**src/rtl/dmac_mi_arbiter.sv**
```systemverilog
// Master-interface arbiter: picks the highest-priority channel request (round-robin on ties), requests the AHB bus and holds an optional bus lock.
// Latency: grant_mi and hbusreq assert 2 cycles after a request reaches an idle arbiter.
// Backpressure: the grant is held until hgrant arrives and xfer_done completes the block; new requests wait for the next IDLE.
module dmac_mi_arbiter #(
  parameter int         NUM_CH     = 8,
  parameter int         PRI_W      = 3,
  parameter logic [1:0] MASTER_NUM = 2'b00
) (
  input  logic                    hclk,
  input  logic                    hreset,
  input  logic [NUM_CH-1:0]       req_mi,
  input  logic [NUM_CH*PRI_W-1:0] ch_prior,
  input  logic [NUM_CH-1:0]       lock_req,
  input  logic                    hgrant,
  input  logic                    xfer_done,
  output logic [NUM_CH-1:0]       grant_mi,
  output logic [NUM_CH-1:0]       mask_lck_ch,
  output logic                    hbusreq,
  output logic                    hlock,
  output logic [1:0]              mi_id
);

  localparam int IDX_W = (NUM_CH > 1) ? $clog2(NUM_CH) : 1;

  typedef enum logic [1:0] {
    IDLE   = 2'd0,
    ARB    = 2'd1,
    BUSREQ = 2'd2,
    XFER   = 2'd3
  } state_t;

  state_t             state, state_nxt;
  logic [IDX_W-1:0]   winner_q;
  logic [IDX_W-1:0]   rr_ptr;
  logic [NUM_CH-1:0]  grant_q;
  logic [NUM_CH-1:0]  mask_q;
  logic               lock_q;

  logic               owner_req;
  logic [NUM_CH-1:0]  eff_mask;
  logic [NUM_CH-1:0]  eff_req;
  logic [IDX_W-1:0]   arb_idx;
  logic [PRI_W-1:0]   arb_pri;
  logic               arb_found;
  logic [NUM_CH-1:0]  arb_onehot;

  // A locked owner that has stopped requesting no longer shields the other lines.
  assign owner_req = req_mi[winner_q];
  assign eff_mask  = (lock_q && owner_req) ? mask_q : '0;
  assign eff_req   = req_mi & ~eff_mask;

  // Scan starts just after the last winner so equal priorities rotate.
  always_comb begin
    arb_idx   = '0;
    arb_pri   = '0;
    arb_found = 1'b0;
    for (int k = 1; k <= NUM_CH; k++) begin
      int cand;
      cand = int'(rr_ptr) + k;
      if (cand >= NUM_CH) cand = cand - NUM_CH;
      if (eff_req[cand] && (!arb_found || (ch_prior[cand*PRI_W +: PRI_W] > arb_pri))) begin
        arb_found = 1'b1;
        arb_idx   = IDX_W'(cand);
        arb_pri   = ch_prior[cand*PRI_W +: PRI_W];
      end
    end
  end

  assign arb_onehot = NUM_CH'(1) << arb_idx;

  always_comb begin
    state_nxt = state;
    case (state)
      IDLE:    if (|eff_req) state_nxt = ARB;
      ARB:     state_nxt = arb_found ? BUSREQ : IDLE;
      BUSREQ: begin
        if (hgrant)          state_nxt = XFER;
        else if (!owner_req) state_nxt = IDLE;
      end
      XFER:    if (xfer_done) state_nxt = IDLE;
      default: state_nxt = IDLE;
    endcase
  end

  always_ff @(posedge hclk) begin
    if (hreset) begin
      state <= IDLE;
    end else begin
      state <= state_nxt;
    end
  end

  always_ff @(posedge hclk) begin
    if (hreset) begin
      winner_q <= '0;
      rr_ptr   <= IDX_W'(NUM_CH - 1);
      grant_q  <= '0;
      mask_q   <= '0;
      lock_q   <= 1'b0;
    end else begin
      case (state)
        IDLE: begin
          if (lock_q && !owner_req) begin
            lock_q <= 1'b0;
            mask_q <= '0;
          end
        end
        ARB: begin
          if (arb_found) begin
            winner_q <= arb_idx;
            rr_ptr   <= arb_idx;
            grant_q  <= arb_onehot;
            lock_q   <= lock_req[arb_idx];
            mask_q   <= lock_req[arb_idx] ? ~arb_onehot : '0;
          end
        end
        BUSREQ: begin
          if (!hgrant && !owner_req) begin
            grant_q <= '0;
            lock_q  <= 1'b0;
            mask_q  <= '0;
          end
        end
        XFER: begin
          if (xfer_done) begin
            grant_q <= '0;
            if (!lock_req[winner_q]) begin
              lock_q <= 1'b0;
              mask_q <= '0;
            end
          end
        end
        default: begin
          grant_q <= '0;
        end
      endcase
    end
  end

  assign grant_mi    = grant_q;
  assign mask_lck_ch = mask_q;
  assign hbusreq     = (state == BUSREQ) || (state == XFER);
  assign hlock       = lock_q;
  assign mi_id       = MASTER_NUM;

endmodule

```
**config.mk**
```make
export PLATFORM = sky130hd
export DESIGN_NAME = dmac_mi_arbiter
export DESIGN_NICKNAME = d
export VERILOG_FILES = /design/src/rtl/dmac_mi_arbiter.sv
export SDC_FILE = /design/constraint.sdc
export NUM_CORES = 1
export LEC_CHECK = 0
export CORE_MARGIN = 2
export CORE_UTILIZATION = 35
export CTS_BUF_LIST = sky130_fd_sc_hd__clkbuf_16
export CTS_CLUSTER_SIZE = 40
export DETAILED_ROUTE_END_ITERATION = 8
export PLACE_DENSITY = 0.54
export SETUP_SLACK_MARGIN = 0.05
export SYNTH_ARGS = -nofsm -noshare
export SYNTH_HDL_FRONTEND = slang
export SYNTH_SLANG_ARGS = --single-unit
```
**constraint.sdc**
```tcl
create_clock -name hclk -period 19.8 [get_ports hclk]
set_input_delay 1.98 -clock hclk [delete_from_list [all_inputs] [get_ports hclk]]
set_output_delay 1.98 -clock hclk [all_outputs]
set_load 0.05 [all_outputs]
```
Word-level counts from Yosys, hierarchy flattened
Index checks and enable logic that the tools add are counted.
{ "op_classes": {"magnitude_cmp": 25, "div": 0, "addsub": 16, "muxes": 84, "n_mul": 8, "bitwise_logic": 3, "n_shift": 9, "n_reduce_logical": 34, "eq_ne": 10} }
{ "op_table": {"columns": ["cell", "count"], "rows": [
  ["32-bit by 5-bit less-than comparator with 1-bit output (second input constant)", 8],
  ["32-bit by 3-bit multiplier with 32-bit output (second input constant)", 8],
  ["32-bit 2-to-1 mux", 8],
  ["24-bit by 32-bit variable part select with 3-bit output", 8],
  ["8-bit 2-to-1 mux", 9],
  ["3-bit 2-to-1 mux", 15],
  ["4-bit by 4-bit subtractor with 5-bit output (second input constant)", 7],
  ["1-bit binary-select mux with 3-bit select", 11],
  ["1-bit 2-to-1 mux", 32],
  ["8-bit case mux with 4 select lines", 1],
  ["4-bit greater-or-equal comparator (second input constant)", 7],
  ["8-bit case mux with 3 select lines", 1],
  ["3-bit > comparator", 7],
  ["3-bit by 3-bit adder with 4-bit output (second input constant)", 4],
  ["8-bit inverter", 2],
  ["2-bit != test (second input constant)", 6],
  ["1-bit logical AND", 10],
  ["2-bit 2-to-1 mux", 5],
  ["1-bit logical NOT", 9],
  ["3-bit by 2-bit adder with 4-bit output (second input constant)", 2],
  ["8-bit AND", 1],
  ["1-bit logical OR", 8],
  ["3-bit by 4-bit less-than comparator with 1-bit output (second input constant)", 2],
  ["2-bit case mux with 4 select lines", 1],
  ["16 further kinds", 17]
]} }
{ "totals": {"latchBits": 0, "mem_bits_ro": 0, "mem_bits_rw": 0, "regBits": 25, "n_memories": 0, "in_bits": 44, "output_inout_bits": 20, "elab_cells": 195} }

Logic depth before layout (Yosys ltp)
{ "logic_depth": {"ltp_word": 43, "depth_mapped": 81, "mapped_depth_nobuf": 77} }

Least setup slack after synthesis
Ideal clock, no wire load.
{ "synth_path": {"path_type": "reg-to-reg", "start": "reg rr_ptr[0]", "end": "reg mask_q[7] (netlist: mask_lck_ch[7])", "path_stages_with_launch": 79, "arrival_time_ns": 14.529, "path_slack_ns": 5.149, "path_buffers": 7, "setup_ns": 0.122, "synth_period_minus_slack_ns": 14.651, "t_required_ns": 19.678, "path_cell_list": "dfxtp_1 > clkbuf_1 > inv_2 > clkbuf_1 > buf_1 > ha_1 > clkbuf_1 > inv_1 > clkbuf_1 > ha_1 > ha_1 > nor2_1 > xor2_1 > mux4_2 > nor2_1 > o21ai_0 > or2_2 > ha_1 > [43 not listed] > o21a_1 > o21ai_0 > nor2_1 > a31oi_1 > nor2_1 > a21o_1 > ha_1 > a21o_1 > a21oi_1 > a31oi_1 > nand2_1 > o21a_1 > nand2_1 > o221ai_1 > nand2_1 > and3_1 > a221o_1 > a221o_1"} }
{ "synth_via": {"elab_chain_len": 40, "word_cells_on_any_way": 132, "cone_classes": "16 x add/sub; 8 x mul; 15 x order compare; 1 x eq/ne; 9 x shift; 60 x mux; 1 x bitwise; 22 x reduce/logical"} }
{ "synth_lines": {"columns": ["item", "line_no", "text"], "rows": [
  ["start: declaration", "34", "logic [IDX_W-1:0] rr_ptr;"],
  ["start signal: assignment", "96", "rr_ptr <= IDX_W'(NUM_CH - 1);"],
  ["start signal: assignment", "111", "rr_ptr <= arb_idx;"],
  ["branches (longest 40 deep; another with 32-bit by 3-bit multiplier with 32-bit output)", null, null],
  ["end signal: assignment", "114", "mask_q <= lock_req[arb_idx] ? ~arb_onehot : '0;"],
  ["end: declaration", "36", "logic [NUM_CH-1:0] mask_q;"]
]} }
Parallel ways; which one is timed is not known. The select of a mux whose other input is x is not followed.
A chain may end at the register's enable or synchronous reset.

Worst setup path after layout
{ "layout_path": {"start": "reg rr_ptr[1]", "end": "reg mask_q[7] (netlist: mask_lck_ch[7])"} }
Same word-level chain as after synthesis.

==> metrics.txt <==
Hold Vio Cnt, Final=0; Antenna Violating Nets Remaining=0; instance count on the critical path=73; clock period minus final worst setup slack=16920 ps; hold bufs inserted after CTS=0; Worst Setup SP=rr_ptr[1]$_SDFFE_PP1P_; final non-filler cell area=approximately 7400 µm²; Highest Clock Rate=slightly below 60 MHz; DPL Wire Length=18.2 mm; Unique masters post-synth=73; remaining global-route overflow=0; Synth-to-Final Area Change=13.1%; clock latency of the later-clocked register in the worst-skew pair=260 ps; number of levels in the clock H-tree=1; arrival time of data at the critical path endpoint=around 17000 ps; All-Layer GR Usage=0.218; Setup Fix Bufs, Post-CTS=0; Clock Sinks=25; cell with the most instances after synthesis=sky130_fd_sc_hd__nand2_1; cell area after synthesis=roughly 6500 µm²; Final setup violation count=0; standard cell with the maximum stage delay on the critical path=sky130_fd_sc_hd__dfxtp_1; R2R Path End=mask_lck_ch[7]$_SDFFE_PP0P_; Core Area=18100 µm²; Max clock buf depth=2; post-route fraction of the period consumed by the critical path=0.855; number of cells upsized or downsized after cts=0; class of the worst hold path=reg2reg; cell count of the worst reg-to-reg path=73; Ports=64; Initial DRC Count=699; cell mode on critical path=sky130_fd_sc_hd__o21ai_0; number of pins exceeding their max-slew limit in the final report=0; number of global-route vias before repair=6122; Antenna Diode Count=0; root cell of the clock tree=sky130_fd_sc_hd__clkbuf_16; Final Wtd Congestion=0.916; setup slack on the worst flop-to-flop path=2880 ps; Post-synth EDFFs=0; maximum number of pins on one net before global-route repair=88; Seq/Total Area, Yosys=0.0767; Max transition margin=0.270; floorplan die height=141 µm; fill cell instance count of the final layout=1870; destination of the critical timing path=mask_lck_ch[7]$_SDFFE_PP0P_; TritonCTS clock tree=built; Post-synth top cells=91 x sky130_fd_sc_hd__nand2_1, 90 x sky130_fd_sc_hd__nor2_1, 83 x sky130_fd_sc_hd__o21ai_0; mean number of vias per cell=5.91; die width=141 µm; floorplan row count=49; hold slack=513 ps; FF+latch count, synth=25; worst clock skew=3.13 ps; startpoint of the most critical register-to-register path=rr_ptr[1]$_SDFFE_PP1P_; number of buffer and inverter stages on the critical path=8; initial cell density of the core=0.359; routed length per instance=19.5 µm; clock transition at the registers of the reported paths=70 ps; first-pass GRT wire length=approximately 34 mm; required time at the endpoint of the critical path=19950 ps; cell taking the most area after synthesis=sky130_fd_sc_hd__ha_1; final core occ=0.407; run status=finished, final reports clean; number of antenna violations at the first check in global routing=0; Ys Warns=0; die area=19700 µm²; Synth async-reset ratio=0; Post-synth top flop=sky130_fd_sc_hd__dfxtp_1; crit start category=register; worst slew pin tran=between 1000 and 1500 ps; Synth top area share=0.121; DRC viols=0; WHS Path Cells=2; nature of the critical path endpoint=register; CP Class=reg2reg; Max FO, Critical Path=69; family with the most delay on the worst path=compound AO/OA/AOI/OAI gates; leading cell types by total area after synthesis=sky130_fd_sc_hd__ha_1 12%, sky130_fd_sc_hd__mux4_2 11%, sky130_fd_sc_hd__dfxtp_1 7.7%; fraction of layout cells with a size suffix above 1=0.0922; final total negative setup slack=0 ps; mean cell area of the mapped netlist=7.51 µm²; routed wire length=22.0 mm; post-synthesis instance total=868; instance area after placement=7300 µm²; first-pass detailed-route iteration total=5; RSZ-0062 raised after global routing=false; routed via count=6668; Max Cap Viol=0; Max stage delay on crit path=760 ps; net count reported at finish=1013; count of input and output buffers=between 60 and 70; Num CTS Buffers=3
## metal layers
| layer | part of all wire | vias to the layer above | wire [µm] | GRT usage |
|---|---|---|---|---|
| li1 | - | 3270 | - | - |
| met1 | 0.49 | 3162 | 10800 | 0.335 |
| met2 | 0.43 | 220 | 9550 | 0.334 |
| met3 | 0.064 | 16 | 1420 | 0.0308 |
| met4 | 0.0080 | 0 | 175 | 0.0184 |
| met5 | 0 | - | 0 | 0 |
## through the flow
stage	cells	worst slack, ps
finish	1129	2880
global route	1129	1100
CTS	1129	2980
detailed placement	1125	3080
global placement	1125	3420
floorplan	879	5150
## registers in the layout (all words and copies together) (netlist names)
name / flops
rr_ptr: 3
winner_q: 3
grant_mi: 8
mask_lck_ch: 8
hlock: 1
state: 2
## placed cells by master (no fill, tap or decap), drive strengths merged, types with 16 or more instances in the layout
master / count
nand2: 91
mux4: 33
ha: 63
a21o: 21
o21ai: 83
nand3: 19
mux2i: 45
nor2b: 20
clkdlybuf4s50: 61
a22oi: 16
nor2: 91
a21oi: 49
dfxtp: 25
mux2: 27
o21a: 16
inv: 50
## cells by family (layout without fill, tap and decap cells)
family,count (synthesis),in the layout,synth area share
simple gates,282,282,0.200
compound gates,274,274,0.278
mux,105,105,0.230
buf+inv,99,120,0.0602
fa+ha+maj,68,68,0.136
flops,25,25,0.0767
xor+xnor,14,14,0.0188
other cells,1,12,0.000575
## worst reg2reg max path: cells and delay by family (launching register included)
| kind | cells | cell delay (ps) |
|---|---|---|
| AO/OA/AOI/OAI | 30 | 6280 |
| XOR/XNOR | 1 | 450 |
| adder cells (fa/ha/maj) | 10 | 3170 |
| buffers and inverters | 8 | 1760 |
| flip-flops | 1 | 760 |
| multiplexers | 3 | 1080 |
| AND/OR/NAND/NOR | 21 | 3310 |
## worst min-delay path by stage
stage                              from                       end  slack (ps)
6_report       grant_mi[2]$_SDFFE_PP0P_  grant_mi[2]$_SDFFE_PP0P_         510
5_1_grt        grant_mi[2]$_SDFFE_PP0P_  grant_mi[2]$_SDFFE_PP0P_         540
4_1_cts        grant_mi[4]$_SDFFE_PP0P_  grant_mi[4]$_SDFFE_PP0P_         520
3_5_place_dp   grant_mi[4]$_SDFFE_PP0P_  grant_mi[4]$_SDFFE_PP0P_         500
3_3_place_gp   grant_mi[1]$_SDFFE_PP0P_  grant_mi[1]$_SDFFE_PP0P_         510
2_1_floorplan  winner_q[1]$_SDFFE_PP0P_  winner_q[1]$_SDFFE_PP0P_         550
## cell type report
type                            instances  area, µm²  share of cell area
Inverter                               50        188              0.0254
Tap cell                              229        287              0.0388
Timing Repair Buffer                   66        648              0.0878
Sequential cell                        25        502              0.0680
Clock buffer                            3       75.1              0.0102
Clock inverter                          1       7.51             0.00102
Multi-Input combinational cell        755       5670               0.769
Power is not shown: default switching activity piles up to over one toggle a cycle in this logic, so the estimate is an artifact.
